==> config.mk <==
export PLATFORM = sky130hd
export DESIGN_NAME = instr_decoder
export DESIGN_NICKNAME = d
export VERILOG_FILES = /design/src/rtl/alu_ops_pkg.sv /design/src/rtl/instr_decode_comb.sv /design/src/rtl/instr_decoder.sv
export SDC_FILE = /design/constraint.sdc
export NUM_CORES = 1
export LEC_CHECK = 0
export ABC_CLOCK_PERIOD_IN_PS = 1800
export BUFFER_PORTS_ARGS = -buffer_cell sky130_fd_sc_hd__buf_2
export CAP_MARGIN = 20
export CORE_MARGIN = 8
export CORE_UTILIZATION = 50
export CTS_CLUSTER_DIAMETER = 120
export DETAILED_ROUTE_END_ITERATION = 8
export PLACE_DENSITY = 0.78
export SYNTH_ARGS = -nofsm -noshare
export SYNTH_HDL_FRONTEND = slang
export SYNTH_HIERARCHICAL = 1
export SYNTH_SLANG_ARGS = --single-unit
export TNS_END_PERCENT = 100
==> constraint.sdc <==
create_clock -name i_clk -period 1.8 [get_ports i_clk]
set_input_delay 0.18 -clock i_clk [delete_from_list [all_inputs] [get_ports i_clk]]
set_output_delay 0.18 -clock i_clk [all_outputs]
set_load 0.01 [all_outputs]
==> src/rtl/alu_ops_pkg.sv <==
// Shared ALU operation indices, RV32 opcodes and decode record types.
// The ALU switches on the same OP_* constants the decoder emits.
package alu_ops_pkg;

   localparam logic [5:0] OP_ADD     = 6'd0;
   localparam logic [5:0] OP_SUB     = 6'd1;
   localparam logic [5:0] OP_SLL     = 6'd2;
   localparam logic [5:0] OP_SLT     = 6'd3;
   localparam logic [5:0] OP_SLTU    = 6'd4;
   localparam logic [5:0] OP_XOR     = 6'd5;
   localparam logic [5:0] OP_SRL     = 6'd6;
   localparam logic [5:0] OP_SRA     = 6'd7;
   localparam logic [5:0] OP_OR      = 6'd8;
   localparam logic [5:0] OP_AND     = 6'd9;
   localparam logic [5:0] OP_MUL     = 6'd10;
   localparam logic [5:0] OP_MULH    = 6'd11;
   localparam logic [5:0] OP_MULHSU  = 6'd12;
   localparam logic [5:0] OP_MULHU   = 6'd13;
   localparam logic [5:0] OP_DIV     = 6'd14;
   localparam logic [5:0] OP_DIVU    = 6'd15;
   localparam logic [5:0] OP_REM     = 6'd16;
   localparam logic [5:0] OP_REMU    = 6'd17;
   localparam logic [5:0] OP_ADDI    = 6'd18;
   localparam logic [5:0] OP_SLTI    = 6'd19;
   localparam logic [5:0] OP_SLTIU   = 6'd20;
   localparam logic [5:0] OP_XORI    = 6'd21;
   localparam logic [5:0] OP_ORI     = 6'd22;
   localparam logic [5:0] OP_ANDI    = 6'd23;
   localparam logic [5:0] OP_SLLI    = 6'd24;
   localparam logic [5:0] OP_SRLI    = 6'd25;
   localparam logic [5:0] OP_SRAI    = 6'd26;
   localparam logic [5:0] OP_LB      = 6'd27;
   localparam logic [5:0] OP_LH      = 6'd28;
   localparam logic [5:0] OP_LW      = 6'd29;
   localparam logic [5:0] OP_LBU     = 6'd30;
   localparam logic [5:0] OP_LHU     = 6'd31;
   localparam logic [5:0] OP_SB      = 6'd32;
   localparam logic [5:0] OP_SH      = 6'd33;
   localparam logic [5:0] OP_SW      = 6'd34;
   localparam logic [5:0] OP_BEQ     = 6'd35;
   localparam logic [5:0] OP_BNE     = 6'd36;
   localparam logic [5:0] OP_BLT     = 6'd37;
   localparam logic [5:0] OP_BGE     = 6'd38;
   localparam logic [5:0] OP_BLTU    = 6'd39;
   localparam logic [5:0] OP_BGEU    = 6'd40;
   localparam logic [5:0] OP_JAL     = 6'd41;
   localparam logic [5:0] OP_JALR    = 6'd42;
   localparam logic [5:0] OP_LUI     = 6'd43;
   localparam logic [5:0] OP_AUIPC   = 6'd44;
   localparam logic [5:0] OP_ILLEGAL = 6'd63;

   localparam logic [6:0] OPC_OP     = 7'b0110011;
   localparam logic [6:0] OPC_OPIMM  = 7'b0010011;
   localparam logic [6:0] OPC_LOAD   = 7'b0000011;
   localparam logic [6:0] OPC_STORE  = 7'b0100011;
   localparam logic [6:0] OPC_BRANCH = 7'b1100011;
   localparam logic [6:0] OPC_JAL    = 7'b1101111;
   localparam logic [6:0] OPC_JALR   = 7'b1100111;
   localparam logic [6:0] OPC_LUI    = 7'b0110111;
   localparam logic [6:0] OPC_AUIPC  = 7'b0010111;

   typedef struct packed {
      logic [5:0] op;
      logic       rd_we;
      logic       multicycle;
      logic       illegal;
   } dec_t;

   typedef struct packed {
      dec_t        dec;
      logic [31:0] ir;
      logic [31:0] pc;
   } entry_t;

endpackage

==> src/rtl/instr_decode_comb.sv <==
// Purely combinational RV32IM word -> ALU operation index and side flags.
module instr_decode_comb
   import alu_ops_pkg::*;
(
   input  logic [31:0] i_ir,
   output dec_t        o_dec
);

   logic [6:0] opc_s;
   logic [2:0] f3_s;
   logic [6:0] f7_s;
   logic [5:0] op_s;
   logic       writes_s;

   assign opc_s = i_ir[6:0];
   assign f3_s  = i_ir[14:12];
   assign f7_s  = i_ir[31:25];

   // Opcode/funct3/funct7 lookup; anything not listed stays OP_ILLEGAL.
   always_comb begin
      op_s     = OP_ILLEGAL;
      writes_s = 1'b0;
      case (opc_s)
         OPC_OP: begin
            writes_s = 1'b1;
            case (f7_s)
               7'b0000000: begin
                  case (f3_s)
                     3'd0:    op_s = OP_ADD;
                     3'd1:    op_s = OP_SLL;
                     3'd2:    op_s = OP_SLT;
                     3'd3:    op_s = OP_SLTU;
                     3'd4:    op_s = OP_XOR;
                     3'd5:    op_s = OP_SRL;
                     3'd6:    op_s = OP_OR;
                     3'd7:    op_s = OP_AND;
                     default: op_s = OP_ILLEGAL;
                  endcase
               end
               7'b0100000: begin
                  if (f3_s == 3'd0)      op_s = OP_SUB;
                  else if (f3_s == 3'd5) op_s = OP_SRA;
                  else                   op_s = OP_ILLEGAL;
               end
               7'b0000001: op_s = OP_MUL + {3'd0, f3_s};
               default:    op_s = OP_ILLEGAL;
            endcase
         end
         OPC_OPIMM: begin
            writes_s = 1'b1;
            case (f3_s)
               3'd0: op_s = OP_ADDI;
               3'd2: op_s = OP_SLTI;
               3'd3: op_s = OP_SLTIU;
               3'd4: op_s = OP_XORI;
               3'd6: op_s = OP_ORI;
               3'd7: op_s = OP_ANDI;
               3'd1: begin
                  if (f7_s == 7'b0000000) op_s = OP_SLLI;
                  else                    op_s = OP_ILLEGAL;
               end
               3'd5: begin
                  if (f7_s == 7'b0000000)      op_s = OP_SRLI;
                  else if (f7_s == 7'b0100000) op_s = OP_SRAI;
                  else                         op_s = OP_ILLEGAL;
               end
               default: op_s = OP_ILLEGAL;
            endcase
         end
         OPC_LOAD: begin
            writes_s = 1'b1;
            case (f3_s)
               3'd0:    op_s = OP_LB;
               3'd1:    op_s = OP_LH;
               3'd2:    op_s = OP_LW;
               3'd4:    op_s = OP_LBU;
               3'd5:    op_s = OP_LHU;
               default: op_s = OP_ILLEGAL;
            endcase
         end
         OPC_STORE: begin
            case (f3_s)
               3'd0:    op_s = OP_SB;
               3'd1:    op_s = OP_SH;
               3'd2:    op_s = OP_SW;
               default: op_s = OP_ILLEGAL;
            endcase
         end
         OPC_BRANCH: begin
            case (f3_s)
               3'd0:    op_s = OP_BEQ;
               3'd1:    op_s = OP_BNE;
               3'd4:    op_s = OP_BLT;
               3'd5:    op_s = OP_BGE;
               3'd6:    op_s = OP_BLTU;
               3'd7:    op_s = OP_BGEU;
               default: op_s = OP_ILLEGAL;
            endcase
         end
         OPC_JAL: begin
            writes_s = 1'b1;
            op_s     = OP_JAL;
         end
         OPC_JALR: begin
            writes_s = 1'b1;
            if (f3_s == 3'd0) op_s = OP_JALR;
            else              op_s = OP_ILLEGAL;
         end
         OPC_LUI: begin
            writes_s = 1'b1;
            op_s     = OP_LUI;
         end
         OPC_AUIPC: begin
            writes_s = 1'b1;
            op_s     = OP_AUIPC;
         end
         default: begin
            op_s     = OP_ILLEGAL;
            writes_s = 1'b0;
         end
      endcase
   end

   // x0 writes are suppressed so the ALU never needs to filter them.
   assign o_dec.op         = op_s;
   assign o_dec.illegal    = (op_s == OP_ILLEGAL);
   assign o_dec.rd_we      = writes_s & (op_s != OP_ILLEGAL) & (i_ir[11:7] != 5'd0);
   assign o_dec.multicycle = (op_s >= OP_DIV) & (op_s <= OP_REMU);

endmodule

==> src/rtl/instr_decoder.sv <==
// Decode stage: combinational decode into a main output entry backed by one skid entry,
// valid/ready on both sides, flush drops everything buffered plus the word on offer.
module instr_decoder
   import alu_ops_pkg::*;
(
   input  logic        i_clk,
   input  logic        i_rst_n,
   input  logic        i_valid,
   output logic        o_ready,
   input  logic [31:0] i_IR,
   input  logic [31:0] i_PC,
   input  logic        i_flush,
   output logic        o_valid,
   input  logic        i_ready,
   output logic [31:0] o_instruction,
   output logic [31:0] o_IR,
   output logic [31:0] o_PC,
   output logic [4:0]  o_rs1,
   output logic [4:0]  o_rs2,
   output logic [4:0]  o_rd,
   output logic        o_rd_we,
   output logic        o_is_multicycle,
   output logic        o_illegal
);

   dec_t   dec_s;
   entry_t in_entry_s;
   entry_t main_d, main_q, skid_d, skid_q;
   logic   main_valid_d, main_valid_q, skid_valid_d, skid_valid_q;
   logic   accept_s, advance_s;

   instr_decode_comb u_decode (
      .i_ir  (i_IR),
      .o_dec (dec_s)
   );

   assign in_entry_s = '{dec: dec_s, ir: i_IR, pc: i_PC};
   assign accept_s   = i_valid & ~skid_valid_q & ~i_flush;
   assign advance_s  = ~main_valid_q | i_ready;

   // Main/skid next state; skid is only ever filled while main is stalled.
   always_comb begin
      main_d       = main_q;
      main_valid_d = main_valid_q;
      skid_d       = skid_q;
      skid_valid_d = skid_valid_q;
      if (i_flush) begin
         main_valid_d = 1'b0;
         skid_valid_d = 1'b0;
      end else if (advance_s) begin
         if (skid_valid_q) begin
            main_d       = skid_q;
            main_valid_d = 1'b1;
            skid_valid_d = 1'b0;
         end else if (accept_s) begin
            main_d       = in_entry_s;
            main_valid_d = 1'b1;
         end else begin
            main_valid_d = 1'b0;
         end
      end else begin
         if (accept_s) begin
            skid_d       = in_entry_s;
            skid_valid_d = 1'b1;
         end else begin
            skid_valid_d = skid_valid_q;
         end
      end
   end

   // Entry registers with asynchronous reset.
   always_ff @(posedge i_clk or negedge i_rst_n) begin
      if (!i_rst_n) begin
         main_q       <= '0;
         main_valid_q <= 1'b0;
         skid_q       <= '0;
         skid_valid_q <= 1'b0;
      end else begin
         main_q       <= main_d;
         main_valid_q <= main_valid_d;
         skid_q       <= skid_d;
         skid_valid_q <= skid_valid_d;
      end
   end

   assign o_ready         = ~skid_valid_q;
   assign o_valid         = main_valid_q;
   assign o_instruction   = {26'd0, main_q.dec.op};
   assign o_IR            = main_q.ir;
   assign o_PC            = main_q.pc;
   assign o_rs1           = main_q.ir[19:15];
   assign o_rs2           = main_q.ir[24:20];
   assign o_rd            = main_q.ir[11:7];
   assign o_rd_we         = main_q.dec.rd_we;
   assign o_is_multicycle = main_q.dec.multicycle;
   assign o_illegal       = main_q.dec.illegal;

endmodule

==> summary.txt <==
Status
  – Status: finished with violations
  – Failing checks: setup timing

Floorplan
  – Die Area: 0.0195 mm^2
  – IO Count: 185
  – Die height: 140 um
  – Row cnt: 45
  – Die Span X: 140 um
  – Initial Utilization: 50.7%
  – Core Area: 0.0151 mm^2

Critical path
  – Top delay family on crit path: simple AND/OR/NAND/NOR gates
  – Reg-to-Reg Start: o_valid
  – Buffer and inverter count on the worst path: 4
  – Max stage delay on crit path: 0.51 ns
  – Slowest CP cell: or4_4
  – WP data required: 2.17 ns
  – Worst Path Arrival: 2.64 ns
  – Critical Path Source Type: input pin
  – Worst setup path class: input pin to flop
  – Critical Path Source: i_IR[13]
  – Critical path peak fanout: 6
  – Worst Setup End Kind: flop
  – CP Cell Sequence: buf_8 -> buf_6 -> inv_6 -> ha_4 -> buf_6 -> nor4bb_4 -> a221oi_2 -> o21ai_1 -> nand2_1 -> a311o_1 -> or4_4 -> a21oi_4 -> mux2_4 -> mux2_4

Routing
  – Via count: 5603
  – Via density: 5.38
  – DR WL/cell: 19.6 um
  – # DRC: 0
  – Initial DRC Count: 250
  – Final WL: 20.4 mm
  – Routed Antenna Nets: 0
  – TritonRoute pass-1 iters: 4

Synth
  – Synth unique cells: 56
  – Synth top area cells: dfrtp_1 (48%), mux2_2 (32%), buf_4 (4.1%), buf_6 (1.3%), buf_2 (1.2%)
  – Synth Area per Inst: 13.1 um^2
  – YS warnings: 6
  – Most instantiated cells after synthesis: mux2_2 (217), dfrtp_1 (148), buf_4 (42)
  – Yosys top cell area share: 48.4%
  – Number of synthesized register bits: 148
  – Share of the yosys chip area belonging to registers: 48.4%
  – Top-count cell post-synth: mux2_2
  – Synth Flop Type: dfrtp_1
  – Dominant cell type by area after synthesis: dfrtp_1
  – Post-synth EDFFs: 0
  – Mapped Area: 0.00765 mm^2
  – Mapped Cells: 585
  – Async set-reset flop share out of synthesis: 100%

CTS
  – Root buf cell: clkbuf_16
  – CTS tree: done
  – Clock Latency Late Sink: 0.42 ns
  – Clock tree sinks: 148
  – CTS H-tree lvls: 4
  – Clock slew at reported path FFs: 0.06 ns
  – Clock buffer count from CTS: 17
  – Max Buffers Root-to-Sink: 2

Global route
  – Initial antenna violation count: 1
  – Vias in the first global route: 6198
  – First-pass GRT wire length: 32.7 mm
  – Grt ovf: 0
  – GR Util All Layers: 20.8%
  – Largest net degree at the start of global routing: 88

Power
  – Leak pwr: 4.68 nW
  – Final Total Pwr: 10.4 mW
  – Peak VDD IR: 0.909 mV
  – Power Density: 995 mW/mm^2

Job
  – Max_cap viols: 0

Placed design
  – Pre-CTS setup slack: -1.06 ns
  – RePlAce Congestion: 0.839
  – Port Buffer Count: 158
  – Dpl hpwl: 14.0 mm

Timing
  – Post-route clock period utilization: 127%
  – Final Worst Setup Slack: -0.477 ns
  – Least-Margin Pin Slew: 0.505 ns
  – RSZ-0062 raised after global routing: true
  – Fin. max-slew vios: 0
  – FMAX: 439 MHz
  – Setup TNS: -3.00 ns
  – Hold Fails Final Rpt: 0
  – Setup Viol. Count Final: 14
  – Layout Skew: 0.00856 ns
  – Post-layout minimum cycle time: 2.28 ns
  – Worst slew margin: 66.0%

Finish
  – Synth-to-Final Area Change: 36.2%
  – Final design utilization: 69.0%
  – Area of the multi-input gates: 0.00384 mm^2
  – Nets: 913
  – Share of cells above drive strength 1: 67.3%
  – Fill cells: 1055
  – Storage element area: 0.00371 mm^2

Hold path
  – Hold WC Path Type: input pin to flop
  – Hold Path Origin: i_PC[8]
## layout make-up
class / instances / area share (%)
Tap cell: 188 / 2.26
Timing Repair Buffer: 284 / 18.6
Sequential cell: 148 / 35.6
Antenna cell: 1 / 0.0240
Clock buffer: 18 / 4.12
Clock inverter: 14 / 1.93
Multi-Input combinational cell: 379 / 36.9
Inverter: 9 / 0.517
## flip-flops by register name, indices dropped and copies added, names as in the netlist
signal           count
o_instruction        6
o_IR                32
o_is_multicycle      1
o_rd_we              1
skid_valid_q         1
skid_q              73
o_valid              1
o_illegal            1
o_PC                32
## per-stage QoR
step,hold slack (ns),cells,area (um^2)
after detailed placement,0.198,968,9060
after floorplan,-0.116,610,7850
after global routing,0.00163,1041,10400
after global placement,0.193,968,9060
final,0.00741,1041,10400
after CTS,0.0000660,1036,10300
## worst register-to-register path, delay by kind of cell (launching register included)
kind	cells	cell delay, ns
and+or+nand+nor	2	0.45
muxes	1	0.40
DFF	1	0.39
buffers and inverters	1	0.35
## cells by family (layout without fill, tap and decap cells)
| family | after synthesis | after routing | synth area share (%) |
|---|---|---|---|
| fa+ha+maj | 5 | 5 | 0.818 |
| simple gates | 67 | 67 | 5.19 |
| buf+inv | 83 | 325 | 7.36 |
| other cells | 1 | 27 | 0.0490 |
| compound gates | 61 | 61 | 5.78 |
| flops | 148 | 148 | 48.4 |
| mux | 219 | 219 | 32.3 |
| xor+xnor | 1 | 1 | 0.115 |
## power breakdown
group	switching (mW)	internal (mW)
logic	0.991	1.18
clock network	1.46	2.34
registers	0.363	4.02
total	2.81	7.55
## repair_timing
item | 4_1_cts | 5_1_grt
setup endpoints to repair | 18 | 17
setup buffers | 23 | 5
hold buffers | 15 | 3
pin swaps | 24 | 14
endpoints found under the hold margin | 162 | 3
resized for setup | 65 | 23
## cells in the final DEF (no fill, tap or decap), types with 3 or more instances in the layout
cell,synthesis,routed
a21oi_1,13,7
nand2_1,12,10
nor3_1,8,5
clkbuf_16,0,17
a211oi_2,0,3
buf_4,42,90
nand2b_1,6,4
o21ai_2,0,3
a221oi_2,0,3
buf_12,0,7
dlygate4sd3_1,0,18
a21oi_2,0,4
inv_6,0,3
a21o_1,5,5
nor3_4,1,3
mux2_4,0,8
o21ai_1,0,4
inv_2,1,4
dfrtp_1,148,147
conb_1,1,26
clkinv_4,0,4
buf_2,19,154
ha_4,0,4
buf_6,9,14
nor2_1,15,11
bufinv_16,0,4
nor2_4,0,4
o21ai_0,10,3
mux2_2,217,210
## metal layers
metal	share of wire, %	global-route usage (%)	vias to the layer above	wire length [um]
li1	-	-	2566	-
met5	0	0	-	0
met4	1.1	5.37	0	227
met3	6.5	6.98	18	1320
met1	41	24.3	2866	8310
met2	52	36.0	153	10500
## worst paths after layout
path                                         to  slack, ns  depth (start not counted)
worst min-delay path                  skid_q[8]      0.007                          2
min in group asynchronous             skid_q[7]       0.31                          3
worst max register to register          o_IR[4]       0.09                          4
worst min register to register         o_IR[30]       0.48                          1
max in group asynchronous            skid_q[37]       1.08                          3
worst max-delay path            o_is_multicycle      -0.48                         14
Note: power is estimated with default switching activity, not from simulation.
